$ cat config.mk
export PLATFORM = sky130hd
export DESIGN_NAME = vmcmp_pack
export DESIGN_NICKNAME = d
export VERILOG_FILES = /design/src/rtl/vmcmp_pkg.sv /design/src/rtl/vmcmp_lane.sv /design/src/rtl/vmcmp_pack.sv
export SDC_FILE = /design/constraint.sdc
export NUM_CORES = 1
export LEC_CHECK = 0
export ABC_AREA = 1
export BUFFER_PORTS_ARGS = -buffer_cell sky130_fd_sc_hd__buf_2
export CAP_MARGIN = 40
export CELL_PAD_IN_SITES_DETAIL_PLACEMENT = 1
export CELL_PAD_IN_SITES_GLOBAL_PLACEMENT = 1
export CORE_AREA = 2 2 275 304
export DETAILED_ROUTE_END_ITERATION = 10
export DIE_AREA = 0 0 277 306
export GPL_TIMING_DRIVEN = 0
export PLACE_DENSITY = 0.79
export SYNTH_ARGS = -nofsm -noshare
export SYNTH_HDL_FRONTEND = slang
export SYNTH_SLANG_ARGS = --single-unit
$ cat constraint.sdc
create_clock -name clk -period 2.9 [get_ports clk]
set_clock_uncertainty 0.05 [all_clocks]
set_input_delay 0.58 -clock clk [delete_from_list [all_inputs] [get_ports clk]]
set_output_delay 0.58 -clock clk [all_outputs]
set_load 0.01 [all_outputs]
$ cat src/rtl/vmcmp_pkg.sv
// vmcmp_pkg: shared encodings for the vALU mask-compare pack unit.
// SEW codes, compare opcodes, the pack FSM state type and the
// elements-per-beat helper used by the top level.
package vmcmp_pkg;

  localparam logic [1:0] SEW_8  = 2'd0;
  localparam logic [1:0] SEW_16 = 2'd1;
  localparam logic [1:0] SEW_32 = 2'd2;
  localparam logic [1:0] SEW_64 = 2'd3;

  localparam logic [2:0] OP_EQ  = 3'd0;
  localparam logic [2:0] OP_NE  = 3'd1;
  localparam logic [2:0] OP_LTU = 3'd2;
  localparam logic [2:0] OP_LT  = 3'd3;
  localparam logic [2:0] OP_LEU = 3'd4;
  localparam logic [2:0] OP_LE  = 3'd5;
  localparam logic [2:0] OP_GTU = 3'd6;
  localparam logic [2:0] OP_GT  = 3'd7;

  typedef enum logic {
    IDLE = 1'b0,
    ACC  = 1'b1
  } state_t;

  // Number of SEW-wide elements carried by one DATA_WIDTH beat.
  function automatic int elems_per_beat(input logic [1:0] sew, input int data_width);
    return data_width >> (int'(sew) + 3);
  endfunction

endpackage

$ cat src/rtl/vmcmp_lane.sv
// vmcmp_lane: combinational element-wise compare array.
// For every SEW it builds eq / unsigned-lt / signed-lt per element, with
// element k's result at bit k; the active SEW selects one set. Bits at or
// above the element count of the selected SEW are zero.
module vmcmp_lane #(
  parameter int DATA_WIDTH = 64
) (
  input  logic [DATA_WIDTH-1:0] a,
  input  logic [DATA_WIDTH-1:0] b,
  input  logic [1:0]            sew,
  output logic [DATA_WIDTH-1:0] eq,
  output logic [DATA_WIDTH-1:0] ltu,
  output logic [DATA_WIDTH-1:0] lt
);

  logic [3:0][DATA_WIDTH-1:0] eq_s;
  logic [3:0][DATA_WIDTH-1:0] ltu_s;
  logic [3:0][DATA_WIDTH-1:0] lt_s;

  for (genvar s = 0; s < 4; s++) begin : g_sew
    localparam int W = 8 << s;
    localparam int N = DATA_WIDTH / W;
    for (genvar k = 0; k < DATA_WIDTH; k++) begin : g_el
      if (k < N) begin : g_act
        logic [W-1:0] ea;
        logic [W-1:0] eb;
        assign ea          = a[k*W +: W];
        assign eb          = b[k*W +: W];
        assign eq_s[s][k]  = (ea == eb);
        assign ltu_s[s][k] = (ea < eb);
        assign lt_s[s][k]  = ($signed(ea) < $signed(eb));
      end else begin : g_pad
        assign eq_s[s][k]  = 1'b0;
        assign ltu_s[s][k] = 1'b0;
        assign lt_s[s][k]  = 1'b0;
      end
    end
  end

  // select the compare set of the active element width
  always_comb begin
    eq  = eq_s[sew];
    ltu = ltu_s[sew];
    lt  = lt_s[sew];
  end

endmodule

$ cat src/rtl/vmcmp_pack.sv
// vmcmp_pack: vector mask-compare with contiguous result packing.
// s0 registers the beat, s1 computes the per-element result bits, s2 packs
// them into a mask word under a two-state FSM, then a delay line of
// PIPE_STAGES+1 registers drives the writeback outputs.
// Build option: define VMCMP_PACK_MASK_EN to honour in_vm/in_mask; without
// it every element is active and those inputs are ignored.
// Handshake: in_valid qualifies a beat and is never refused; out_valid and
// out_drop are single-cycle pulses with no acknowledge.
module vmcmp_pack
  import vmcmp_pkg::*;
#(
  parameter int DATA_WIDTH  = 64,
  parameter int BE_WIDTH    = DATA_WIDTH / 8,
  parameter int ADDR_WIDTH  = 32,
  parameter int OPSEL_WIDTH = 3,
  parameter int PIPE_STAGES = 3
) (
  input  logic                   clk,
  input  logic                   rst,
  input  logic                   in_valid,
  input  logic [ADDR_WIDTH-1:0]  in_addr,
  input  logic [DATA_WIDTH-1:0]  in_vec0,
  input  logic [DATA_WIDTH-1:0]  in_vec1,
  input  logic [63:0]            in_scalar,
  input  logic                   in_use_scalar,
  input  logic [1:0]             in_sew,
  input  logic [OPSEL_WIDTH-1:0] in_opSel,
  input  logic                   in_req_start,
  input  logic                   in_req_end,
  input  logic                   in_vm,
  input  logic [BE_WIDTH-1:0]    in_mask,
  output logic                   out_valid,
  output logic [ADDR_WIDTH-1:0]  out_addr,
  output logic [DATA_WIDTH-1:0]  out_vec,
  output logic [BE_WIDTH-1:0]    out_be,
  output logic                   out_drop
);

  localparam int PTR_W = $clog2(DATA_WIDTH) + 1;
  localparam int DEPTH = PIPE_STAGES + 1;

  // ---------------- s0 ----------------
  logic [DATA_WIDTH-1:0]  b_sel;
  logic                   v0, start0, end0;
  logic [ADDR_WIDTH-1:0]  addr0;
  logic [DATA_WIDTH-1:0]  a0, b0;
  logic [1:0]             sew0;
  logic [OPSEL_WIDTH-1:0] op0;

  // operand B: vs1 or the scalar's low SEW bits replicated across the beat
  always_comb begin
    b_sel = in_vec1;
    if (in_use_scalar) begin
      case (in_sew)
        SEW_8:   b_sel = {(DATA_WIDTH/8){in_scalar[7:0]}};
        SEW_16:  b_sel = {(DATA_WIDTH/16){in_scalar[15:0]}};
        SEW_32:  b_sel = {(DATA_WIDTH/32){in_scalar[31:0]}};
        default: b_sel = {(DATA_WIDTH/64){in_scalar}};
      endcase
    end
  end

  // input register; everything is zeroed when the beat is not valid
  always_ff @(posedge clk) begin
    if (!rst) begin
      v0     <= 1'b0;
      start0 <= 1'b0;
      end0   <= 1'b0;
      addr0  <= '0;
      a0     <= '0;
      b0     <= '0;
      sew0   <= '0;
      op0    <= '0;
    end else begin
      v0     <= in_valid;
      start0 <= in_valid & in_req_start;
      end0   <= in_valid & in_req_end;
      addr0  <= in_valid ? in_addr : '0;
      a0     <= in_valid ? in_vec0 : '0;
      b0     <= in_valid ? b_sel : '0;
      sew0   <= in_valid ? in_sew : '0;
      op0    <= in_valid ? in_opSel : '0;
    end
  end

`ifdef VMCMP_PACK_MASK_EN
  logic                vm0;
  logic [BE_WIDTH-1:0] mask0;

  // mask controls travel with the beat; an invalid beat looks unmasked
  always_ff @(posedge clk) begin
    if (!rst) begin
      vm0   <= 1'b1;
      mask0 <= '0;
    end else begin
      vm0   <= in_valid ? in_vm : 1'b1;
      mask0 <= in_valid ? in_mask : '0;
    end
  end
`else
  logic unused_mask;
  assign unused_mask = ^{in_vm, in_mask};
`endif

  // ---------------- s1 ----------------
  logic [DATA_WIDTH-1:0] lane_eq, lane_ltu, lane_lt;
  logic [DATA_WIDTH-1:0] res, elem_mask;
  logic [PTR_W-1:0]      n0;

  vmcmp_lane #(.DATA_WIDTH(DATA_WIDTH)) u_lane (
    .a   (a0),
    .b   (b0),
    .sew (sew0),
    .eq  (lane_eq),
    .ltu (lane_ltu),
    .lt  (lane_lt)
  );

  // opcode select, mask-agnostic forcing, clear bits past the element count
  always_comb begin
    n0 = PTR_W'(elems_per_beat(sew0, DATA_WIDTH));
    for (int k = 0; k < DATA_WIDTH; k++) elem_mask[k] = (k < int'(n0));
    res = '0;
    case (op0)
      OP_EQ:   res = lane_eq;
      OP_NE:   res = ~lane_eq;
      OP_LTU:  res = lane_ltu;
      OP_LT:   res = lane_lt;
      OP_LEU:  res = lane_ltu | lane_eq;
      OP_LE:   res = lane_lt | lane_eq;
      OP_GTU:  res = ~(lane_ltu | lane_eq);
      default: res = ~(lane_lt | lane_eq);
    endcase
`ifdef VMCMP_PACK_MASK_EN
    if (!vm0) res = res | {{(DATA_WIDTH-BE_WIDTH){1'b0}}, ~mask0};
`endif
    res = res & elem_mask;
  end

  logic                  v1, start1, end1;
  logic [ADDR_WIDTH-1:0] addr1;
  logic [DATA_WIDTH-1:0] bits1;
  logic [PTR_W-1:0]      n1;

  // result register feeding the pack stage
  always_ff @(posedge clk) begin
    if (!rst) begin
      v1     <= 1'b0;
      start1 <= 1'b0;
      end1   <= 1'b0;
      addr1  <= '0;
      bits1  <= '0;
      n1     <= '0;
    end else begin
      v1     <= v0;
      start1 <= start0;
      end1   <= end0;
      addr1  <= addr0;
      bits1  <= res;
      n1     <= v0 ? n0 : '0;
    end
  end

  // ---------------- s2: pack ----------------
  state_t                state, state_nx;
  logic [PTR_W-1:0]      ptr;
  logic [DATA_WIDTH-1:0] acc;
  logic [ADDR_WIDTH-1:0] word_addr;

  logic                  new_word, drop, flush;
  logic [PTR_W-1:0]      base_ptr, end_ptr, nbytes;
  logic [DATA_WIDTH-1:0] merged;
  logic [ADDR_WIDTH-1:0] cur_addr;
  logic [BE_WIDTH-1:0]   be_word;

  // FSM state register
  always_ff @(posedge clk) begin
    if (!rst) state <= IDLE;
    else      state <= state_nx;
  end

  // FSM next state: any flushing beat closes the word
  always_comb begin
    state_nx = state;
    if (v1) state_nx = flush ? IDLE : ACC;
  end

  // FSM outputs: word start/restart, bit placement, flush and byte enables
  always_comb begin
    new_word = (state == IDLE) || start1;
    drop     = v1 && (state == ACC) && start1;
    base_ptr = new_word ? '0 : ptr;
    cur_addr = new_word ? addr1 : word_addr;
    merged   = (new_word ? '0 : acc) | (bits1 << base_ptr);
    end_ptr  = base_ptr + n1;
    flush    = v1 && ((end_ptr == PTR_W'(DATA_WIDTH)) || end1);
    nbytes   = (end_ptr + PTR_W'(7)) >> 3;
    for (int i = 0; i < BE_WIDTH; i++) be_word[i] = (PTR_W'(i) < nbytes);
  end

  logic                  pk_valid, pk_drop;
  logic [ADDR_WIDTH-1:0] pk_addr;
  logic [DATA_WIDTH-1:0] pk_vec;
  logic [BE_WIDTH-1:0]   pk_be;

  // accumulator, pointer, word address and the packed-word register
  always_ff @(posedge clk) begin
    if (!rst) begin
      ptr       <= '0;
      acc       <= '0;
      word_addr <= '0;
      pk_valid  <= 1'b0;
      pk_drop   <= 1'b0;
      pk_addr   <= '0;
      pk_vec    <= '0;
      pk_be     <= '0;
    end else begin
      if (v1) begin
        ptr       <= flush ? '0 : end_ptr;
        acc       <= flush ? '0 : merged;
        word_addr <= cur_addr;
      end
      pk_valid <= flush;
      pk_drop  <= drop;
      pk_addr  <= flush ? cur_addr : '0;
      pk_vec   <= flush ? merged : '0;
      pk_be    <= flush ? be_word : '0;
    end
  end

  // ---------------- output delay line ----------------
  logic [DEPTH-1:0]                 dl_valid, dl_drop;
  logic [DEPTH-1:0][ADDR_WIDTH-1:0] dl_addr;
  logic [DEPTH-1:0][DATA_WIDTH-1:0] dl_vec;
  logic [DEPTH-1:0][BE_WIDTH-1:0]   dl_be;

  // shift the packed word through PIPE_STAGES+1 registers
  always_ff @(posedge clk) begin
    if (!rst) begin
      dl_valid <= '0;
      dl_drop  <= '0;
      dl_addr  <= '0;
      dl_vec   <= '0;
      dl_be    <= '0;
    end else begin
      dl_valid[0] <= pk_valid;
      dl_drop[0]  <= pk_drop;
      dl_addr[0]  <= pk_addr;
      dl_vec[0]   <= pk_vec;
      dl_be[0]    <= pk_be;
      for (int i = 1; i < DEPTH; i++) begin
        dl_valid[i] <= dl_valid[i-1];
        dl_drop[i]  <= dl_drop[i-1];
        dl_addr[i]  <= dl_addr[i-1];
        dl_vec[i]   <= dl_vec[i-1];
        dl_be[i]    <= dl_be[i-1];
      end
    end
  end

  assign out_valid = dl_valid[DEPTH-1];
  assign out_drop  = dl_drop[DEPTH-1];
  assign out_addr  = dl_addr[DEPTH-1];
  assign out_vec   = dl_vec[DEPTH-1];
  assign out_be    = dl_be[DEPTH-1];

endmodule

==> impl.org <==
** Run status
- Result of the run :: finished, violations left
- Violated checks :: setup timing

** Floorplanning
- Die extent in x :: 277 um
- The floorplan step defined a die boundary enclosing 84800 um^2.
- The floorplan step set the die height to 306 um.
- The initialized floorplan defines 110 standard-cell rows.
- Placeable core region :: 81500 um^2
- The initial utilization of the core area, before any placement, comes to 0.388.
- During I/O placement, the number of pins put on the boundary was 350.

** Clocking
- Deepest level of the CTS H-tree :: 3
- TritonCTS built the clock tree.
- CTS saw 853 sinks.
- In this run the clock root is driven by a sky130_fd_sc_hd__clkbuf_16.
- For the worst-skew pair, the clock arrives at the later sink with an insertion delay of 0.66 ns.
- After clock tree synthesis, the flow added hold-fix buffers numbering 0.
- TritonCTS created 86 clock buffers.
- Counting along the longest clock path gives a buffer depth of 3.
- CTS clk-pin slew, worst paths :: 0.06 ns

** Worst setup path
- Crit-path max FO :: 5
- Startpoint kind of the worst setup timing path :: register
- Critical path's largest stage delay :: 0.37 ns
- Among cell families on the critical path, the largest total delay comes from compound AO/OA/AOI/OAI gates.
- Worst-path cell chain :: inv_4 > nand2_8 > nor2_4 > ha_4 > fa_2 > a21oi_2 > o21ai_2 > nand3_2 > xor2_4 > nand3_2 > o21ai_4 > buf_12 > nand3_4 > buf_12 > clkbuf_16 > a21oi_4
- The worst setup path is captured at a register.
- The number of buffers and inverters on the critical path is 4.
- STA puts the critical path data required time at 3.43 ns.
- Data arrival time of the worst path :: 3.46 ns
- The critical path in this run is classified as register to register.
- The slowest stage of the critical path is the sky130_fd_sc_hd__fa_2 cell.

** Finish
- The filler cells instantiated in the layout total 9985.
- Most frequent standard cell in the layout excluding fill and tap cells :: sky130_fd_sc_hd__nand2_1
- With fillers left out, the area of the finished cells amounts to 39200 um^2.
- Number of nets in the finished design :: 4855
- The top cell types in the final layout, fill and taps aside, are sky130_fd_sc_hd__nand2_1 (1106), sky130_fd_sc_hd__dfxtp_1 (850), sky130_fd_sc_hd__inv_1 (836).
- In the final layout, the share of cells above drive strength 1 is 0.180.
- Relative to the synthesized area, the layout overhead comes to 24.0%.

** Power
- Leakage component of the power :: 21.3 nW
- Power spread over the standard cell area amounts to 641 nW/um^2.
- Across the VDD grid, the largest voltage drop is 0.000384 V.

** Global routing
- Across every metal layer, demand over resource in global routing totals 0.235.
- Entering global routing, the biggest net connects 15 pins.
- The number of global-route vias before repair is 28000.
- The first global-routing pass estimated 155 mm of wire.
- Total gr overflow :: 0
- The number of antenna violations at the first check in global routing is 7.

** Logic synthesis
- Distinct cells, synth :: 47
- In this run the cell area of the synthesized design comes to 31600 um^2.
- In this run the mean area of a mapped cell was 7.79 um^2.
- Register area share after synthesis :: 0.541
- After synthesis the netlist holds a flip-flop and latch count of 853.
- Cell types with the largest area share after synthesis :: sky130_fd_sc_hd__dfxtp_1 (54%), sky130_fd_sc_hd__nand2_1 (13%), sky130_fd_sc_hd__inv_1 (10%)
- Area leader, netlist :: sky130_fd_sc_hd__dfxtp_1
- Total number of yosys warnings :: 0
- Count of mapped cells out of synthesis :: 4058
- Area share of the leading cell type in the synthesized netlist :: 0.541

** STA
- Setup violations remaining at the end of the flow were counted as 21.
- After routing, the total negative slack on setup checks comes to -0.249 ns.
- Timing would allow up to 341 MHz.
- Of the available clock period, the critical path in the final layout requires 1.01.
- The final count of hold timing violations is 0.
- The worst path in the final design needs a cycle of 2.93 ns, including I/O delays and setup.
- For the pin with the worst max-slew slack, the measured transition is 0.973 ns.
- Number of max-slew violations in the final report :: 0
- Setup repair after global routing could not meet its margin everywhere.
- Worst Slack Setup Final :: -0.0337 ns
- Hold is met by 0.0772 ns.
- Slew HR :: 0.347

** Place
- At the end of routability-driven placement, the weighted congestion stood at 0.955.
- Sum of net half-perimeters after detailed placement :: 76.1 mm
- In this run the cell area measured after placement is 34700 um^2.
- Input and output buffers added on the ports amount to 339.

** Drt
- Average routed wire per standard cell :: 18.0 um
- Pre-antenna DRT Iters :: 7
- The first routing iteration left 1174 violations.
- Number of DRC violations after detailed routing :: 0
- Number of antenna-violating nets in the routed design :: 0
- Per-cell via count in the routed design :: 4.63
- Number of vias in the routed layout :: 26200
- The final layout contains routed wiring with a total length of 102 mm.

** Job
- Max-cap violations in this run came to 0.

** Hold path
- The min-delay analysis places its worst path in the category input port to register.
## synthesized netlist by cell type (all sizes together)
cell type  number
mux2i          33
o221ai          8
dfxtp         853
xor2            4
nand2        1119
clkinv          3
a211oi         11
inv           852
o22ai          13
a31oi          21
a21boi          4
a22o            1
nor4            2
fa              1
a2111oi         1
conb            1
nor2          256
nand3          76
nor3           12
a21oi         180
o211a           1
o2111ai         1
buf           146
a22oi          11
ha             75
a21o            2
or2             3
and2            3
o21a            7
a32oi           1
clkbuf        123
nand4          12
o211ai         57
o21ai         165
## worst paths after layout
path / cells after the start / from / slack [ns] / endpoint
max: 16 / start1 / -0.03 / pk_vec[35]
min reg2reg: 2 / pk_vec[26] / 0.35 / dl_vec[26]
max reg2reg: 16 / start1 / -0.03 / pk_vec[35]
min: 3 / in_vec0[22] / 0.08 / a0[22]
## sequential cells by signal, indices dropped and copies added (netlist names), 3 cells and up
signal	flops
ptr	7
out_be	8
addr1	32
pk_addr	32
out_addr	32
op0	3
pk_be	8
dl_valid	4
word_addr	32
b0	64
bits1	12
addr0	32
acc	64
out_vec	64
dl_vec	192
pk_vec	64
dl_be	24
n1	4
dl_drop	4
dl_addr	96
a0	64
## power by group
group,switching (mW),internal (mW)
Clock,4.71,6.73
Sequential,0.0730,11.9
Combinational,1.19,0.545
Total,5.97,19.2
## stage by stage
step | power [mW] | cells | util | setup WS (ns)
3_5_place_dp | 13.9 | 5467 | 0.425 | -1.03
4_1_cts | 25.3 | 5651 | 0.473 | -0.0566
5_1_grt | 26.1 | 5665 | 0.481 | -0.127
2_1_floorplan | 13.1 | 4061 | - | 0.118
3_3_place_gp | 13.8 | 5464 | 0.425 | -0.978
6_report | 25.1 | 5666 | 0.481 | -0.0337
## layer usage
layer	track usage	wire length (um)	part of all wire	vias to the layer above
met3	0.0369	4340	0.042	216
li1	-	-	-	13000
met1	0.246	38700	0.38	12300
met4	0.103	4630	0.045	12
met5	0	71	0.00070	-
met2	0.460	54400	0.53	670
## cell type report
type                       count  area [um^2]  area share
multi-input combinational   2086        10700       0.272
tap                         1064         1330      0.0340
clock buffer                 122         2520      0.0643
antenna                        1         2.50   0.0000639
inverter                     855         3240      0.0827
timing repair buffer         387         2250      0.0576
clock inverter                32          439      0.0112
sequential                   853        17100       0.436
buffer                       266         1630      0.0415
## what timing repair did
| action | 4_1_cts | 5_1_grt |
|---|---|---|
| endpoints found under the setup margin | 178 | 179 |
| cloned | 7 | 4 |
| resized for setup | 147 | 129 |
| pin swaps | 20 | 25 |
| setup buffers | 23 | 13 |
| endpoints found under the hold margin | 0 | 0 |
## tightest hold or removal path, delay by kind of cell
kind	cells	cell delay (ns)
buffers and inverters	2	0.13
AND/OR/NAND/NOR	1	0.03
## cell families (layout without fill, tap and decap cells)
family | Yosys count | in the layout | synth area share
fa+ha+maj | 76 | 76 | 0.0303
simple gates | 1483 | 1485 | 0.183
flops | 853 | 853 | 0.541
buf+inv | 1124 | 1662 | 0.147
compound gates | 484 | 484 | 0.0873
xor+xnor | 4 | 4 | 0.00111
mux | 33 | 33 | 0.0105
other cells | 1 | 5 | 0.000119
Power figures use the tool's default switching activity.
